===== src/rtl/pulse_counter_capture.sv =====
// Gated pulse-rate measurement.
// A two-flop synchroniser plus an edge-detect flop turns the asynchronous
// sig_in into a one-cycle rising-edge pulse. A start request opens a window
// of gate_len cycles. During the window the edges are counted into a
// saturating accumulator. When the window closes, the count is captured into
// cmpt and a one-cycle done strobe is issued.
//
// Handshake: start is a single-cycle request. It is accepted only while the
// block is idle (busy=0), which includes the done cycle. A start seen while
// busy is dropped. done is a one-cycle strobe: on that cycle cmpt/ovf
// change, and they hold until the next done.
module pulse_counter_capture #(
  parameter int WIDTH  = 8,
  parameter int GATE_W = 16
) (
  input  logic              clk,
  input  logic              rst,
  input  logic              sig_in,
  input  logic              start,
  input  logic [GATE_W-1:0] gate_len,
  output logic [WIDTH-1:0]  cmpt,
  output logic              done,
  output logic              busy,
  output logic              ovf,
  output logic              state_dbg
);

  typedef enum logic {
    IDLE = 1'b0,
    MEAS = 1'b1
  } state_t;

  localparam logic [WIDTH-1:0]  ACC_MAX  = '1;
  localparam logic [GATE_W-1:0] GATE_ONE = GATE_W'(1);

  state_t            state_q;
  logic              s1_q, s2_q, s3_q;
  logic [WIDTH-1:0]  acc_q, acc_d;
  logic              ovf_acc_q, ovf_acc_d;
  logic [GATE_W-1:0] gate_cnt_q;
  logic [WIDTH-1:0]  cmpt_q;
  logic              done_q, busy_q, ovf_q;
  logic              pulse_edge;

  // Synchroniser and edge-detect history. This runs all the time, so the
  // edge pulse is single and never counted twice around a window boundary.
  always_ff @(posedge clk or posedge rst) begin
    if (rst) begin
      s1_q <= 1'b0;
      s2_q <= 1'b0;
      s3_q <= 1'b0;
    end else begin
      s1_q <= sig_in;
      s2_q <= s1_q;
      s3_q <= s2_q;
    end
  end

  assign pulse_edge = s2_q & ~s3_q;

  // Saturating accumulator step. At the maximum value the count holds and
  // the sticky overflow flag is set instead of wrapping.
  always_comb begin
    acc_d     = acc_q;
    ovf_acc_d = ovf_acc_q;
    if (pulse_edge) begin
      if (acc_q == ACC_MAX) begin
        ovf_acc_d = 1'b1;
      end else begin
        acc_d = acc_q + 1'b1;
      end
    end
  end

  // Measurement FSM with registered outputs.
  always_ff @(posedge clk or posedge rst) begin
    if (rst) begin
      state_q    <= IDLE;
      acc_q      <= '0;
      ovf_acc_q  <= 1'b0;
      gate_cnt_q <= '0;
      cmpt_q     <= '0;
      done_q     <= 1'b0;
      busy_q     <= 1'b0;
      ovf_q      <= 1'b0;
    end else begin
      done_q <= 1'b0;
      case (state_q)
        IDLE: begin
          if (start) begin
            if (gate_len != '0) begin
              state_q    <= MEAS;
              busy_q     <= 1'b1;
              gate_cnt_q <= gate_len;
              acc_q      <= '0;
              ovf_acc_q  <= 1'b0;
            end else begin
              // An empty window completes at once with a zero count.
              done_q <= 1'b1;
              cmpt_q <= '0;
              ovf_q  <= 1'b0;
            end
          end
        end
        MEAS: begin
          gate_cnt_q <= gate_cnt_q - 1'b1;
          acc_q      <= acc_d;
          ovf_acc_q  <= ovf_acc_d;
          if (gate_cnt_q == GATE_ONE) begin
            // The last window cycle still counts its edge.
            state_q <= IDLE;
            busy_q  <= 1'b0;
            done_q  <= 1'b1;
            cmpt_q  <= acc_d;
            ovf_q   <= ovf_acc_d;
          end
        end
        default: begin
          state_q <= IDLE;
          busy_q  <= 1'b0;
        end
      endcase
    end
  end

  assign cmpt      = cmpt_q;
  assign done      = done_q;
  assign busy      = busy_q;
  assign ovf       = ovf_q;
  assign state_dbg = state_q;

endmodule


===== config.mk =====
export PLATFORM = sky130hd
export DESIGN_NAME = pulse_counter_capture
export DESIGN_NICKNAME = d
export VERILOG_FILES = /design/src/rtl/pulse_counter_capture.sv
export SDC_FILE = /design/constraint.sdc
export NUM_CORES = 1
export LEC_CHECK = 0
export CAP_MARGIN = 15
export CORE_MARGIN = 1.5
export CORE_UTILIZATION = 47
export CTS_CLUSTER_DIAMETER = 60
export DETAILED_ROUTE_END_ITERATION = 8
export PLACE_DENSITY = 0.83
export RECOVER_POWER = 25
export SLEW_MARGIN = 20
export SYNTH_ARGS = -nofsm -noshare
export SYNTH_HDL_FRONTEND = slang
export SYNTH_SLANG_ARGS = --single-unit
export TNS_END_PERCENT = 20

===== constraint.sdc =====
create_clock -name clk -period 1.9 [get_ports clk]
set_input_delay 0.57 -clock clk [delete_from_list [all_inputs] [get_ports clk]]
set_output_delay 0.57 -clock clk [all_outputs]
set_load 0.01 [all_outputs]

==> impl_metrics.csv <==
group,metric,value,unit
status,outcome,"complete, but fails checks",
status,violations,"setup timing",
power,leakage,1.29,nW
detailed_routing,wl,5240,um
synthesis,yosysWarnings,0,
clock_network,clockBufferDepth,2,
floorplan,pin_count,32,
job,maxCapViolations,0,
detailed_routing,routedWlPerCell,16.3,um
clock_network,clock-sinks,40,
floorplan,fp.dieW,67.4,um
final_layout,drive_gt1_share,33.8,%
synthesis,synth-seq-cells,40,
worst_setup_path,worstPathRequired,2.08,ns
worst_setup_path,path_max_fanout,5,
grt,grt_overflow,0,
clock_network,cts_tree,"done",
detailed_routing,vias_per_cell,5.70,
timing,slew_viol_final,0,
detailed_routing,drtIter0Drc,138,
clock_network,ctsRootBufferMaster,"clkbuf_8",
grt,grt_pass1_wl,8360,um
clock_network,cts_buffers,5,
worst_setup_path,critPathArrivalTime,2.22,ns
grt,grt_max_degree,41,
final_layout,antennaDiodeCount,0,
clock_network,clk_latency,0.30,ns
grt,antenna_found_initial,0,
synthesis,synth-edff-count,0,
timing,fmaxAchievable,492,MHz
synthesis,syn_area_per_cell,10.2,um2
grt,grt_usage,24.6,%
grt,grt_pass1_vias,1822,
detailed_routing,ant_nets,0,
power,p_per_area,1050,mW/mm2
synthesis,synth-async-reset-ratio,100,%
synthesis,synth_nets,214,
detailed_routing,drc_errors,0,
min_path,hp-class,"reg -> reg",
detailed_routing,vias,1836,
floorplan,die_h,67.4,um
timing,tns,-0.650,ns
clock_network,path_clk_slew,0.08,ns
floorplan,core,0.00400,mm2
placement,place_congestion,0.857,
worst_setup_path,worst-setup-path-type,"reg -> reg",
timing,finalCriticalPeriod,2.03,ns
final_layout,final_cell_mix,"buf_4 (40), dfrtp_1 (39), nand2_1 (20)",
timing,worst_pin_slew,0.980,ns
floorplan,initial_core_util,48.8,%
timing,post-route-period-util,107,%
synthesis,seq_area_frac_synth,51.3,%
worst_setup_path,start_kind,"flip-flop",
synthesis,synth_cells,191,
timing,fin_skew,0.00809,ns
final_layout,area_growth,46.9,%
timing,slew_headroom,34.7,%
worst_setup_path,end_kind,"flip-flop",
synthesis,synthFlopType,"dfrtp_1",
final_layout,mostFrequentLayoutCell,"buf_4",
timing,rsz0062_at_grt,"yes",
floorplan,fp-row-count,23,
clock_network,htree_levels,2,
placement,dpl.hpwl,3510,um
final_layout,fin_util,71.7,%
placement,io_buffer_count,31,
synthesis,synth_area,0.00195,mm2
synthesis,synth_cell_types,41,
placement,pre_cts_ws,-0.674,ns
detailed_routing,dr.pass1.iters,4,
power,vdd_drop_max,674,uV
floorplan,design.die.area,0.00455,mm2
timing,setup_viol,10,
timing,setup_slack,-0.133,ns
timing,hold_viol,0,
final_layout,fin_nets,295,
[flip-flops by register name, indices dropped and copies added, names as in the netlist]
signal / cells
gate_cnt_q: 16
s3_q: 1
cmpt: 8
done: 1
s2_q: 1
state_dbg: 1
ovf_acc_q: 1
acc_q: 8
busy: 1
ovf: 1
s1_q: 1
[metrics by stage]
stage | area [um2] | cells | hold WS [ns] | total power, mW
6_report | 2870 | 322 | 0.362 | 3.01
3_3_place_gp | 2640 | 309 | 0.342 | 2.05
5_1_grt | 2870 | 322 | 0.369 | 3.18
2_1_floorplan | 1960 | 191 | 0.331 | 1.68
3_5_place_dp | 2640 | 309 | 0.343 | 2.10
4_1_cts | 2830 | 319 | 0.360 | 2.92
[repair_timing]
action                                  in CTS  in global routing
pin swaps                                    8                 13
endpoints found under the setup margin      38                 33
buffers inserted                             2                  3
gates cloned                                 1                  0
hold buffers                                 0                  0
gates resized for setup                     29                 40
[synthesized netlist by cell type (2+ instances only)]
cell type / number / area, um2
a211oi_1: 2 / 15.0
a21o_1: 4 / 30.0
a21oi_1: 10 / 50.1
a221oi_1: 2 / 17.5
a22o_1: 10 / 87.6
and3_1: 2 / 12.5
clkbuf_1: 4 / 15.0
dfrtp_1: 40 / 1000
ha_1: 3 / 37.5
inv_1: 6 / 22.5
mux2_4: 2 / 30.0
nand2_1: 20 / 75.1
nand3_1: 14 / 70.1
nand4_1: 3 / 18.8
nor2_1: 9 / 33.8
nor2b_1: 2 / 12.5
nor3_1: 5 / 25.0
nor3b_1: 2 / 15.0
nor4_1: 6 / 37.5
o211ai_1: 7 / 52.6
o21ai_0: 5 / 25.0
o21ai_1: 4 / 20.0
o311a_1: 2 / 20.0
o311ai_0: 2 / 17.5
or2_1: 2 / 12.5
or3_1: 5 / 31.3
xor2_1: 4 / 35.0
[path summary, 6_finish.rpt]
| kind | slack (ns) | cells after the start | to | start |
|---|---|---|---|---|
| max | -0.13 | 5 | cmpt[7] | gate_cnt_q[11] |
| max in group asynchronous | 0.22 | 3 | state_dbg | rst |
| max reg2reg | -0.13 | 5 | cmpt[7] | gate_cnt_q[11] |
| min reg2reg | 0.36 | 0 | s2_q | s1_q |
| min | 0.36 | 0 | s2_q | s1_q |
| min in group asynchronous | 1.01 | 3 | gate_cnt_q[5] | rst |
[cell type report]
| type | count | area [um2] |
|---|---|---|
| repair buffers | 78 | 633 |
| well taps | 50 | 62.6 |
| flip-flops and latches | 40 | 1000 |
| clock buffers | 5 | 68.8 |
| multi-input cells | 140 | 1010 |
| clock inverters | 2 | 60.1 |
| fillers | 293 | 1130 |
| inverters | 7 | 26.3 |
[worst max-delay path: stages, from the launching register on]
cell and delay, ns:
dfrtp_1 0.39, or4_4 0.57, nor4_4 0.19, and4b_2 0.37, nor2_4 0.09, mux2_4 0.31
[routing by layer]
| metal | part of all wire [%] | track usage [%] | vias to the layer above |
|---|---|---|---|
| met5 | 0 | 0 | - |
| met4 | 1.6 | 7.91 | 0 |
| met3 | 4.5 | 5.33 | 10 |
| met2 | 53 | 43.7 | 59 |
| met1 | 40 | 29.5 | 890 |
| li1 | - | - | 877 |
[report_power, final]
group	total (mW)	internal (mW)	switching, mW
clock network	0.823	0.517	0.305
registers	1.21	1.05	0.164
logic	0.978	0.497	0.481
total	3.01	2.06	0.950
[cell families (layout without fill, tap and decap cells)]
kind of cell | count (synthesis) | count (layout) | share of synthesized area, %
and+or+nand+nor | 76 | 77 | 21.2
buffers and inverters | 12 | 92 | 2.37
xor gates and xnor gates | 5 | 5 | 2.24
muxes | 3 | 3 | 2.12
AOI/OAI and AO/OA | 52 | 52 | 18.8
adders and majority gates | 3 | 3 | 1.92
DFF | 40 | 40 | 51.3
(Power assumes the default switching activity.)
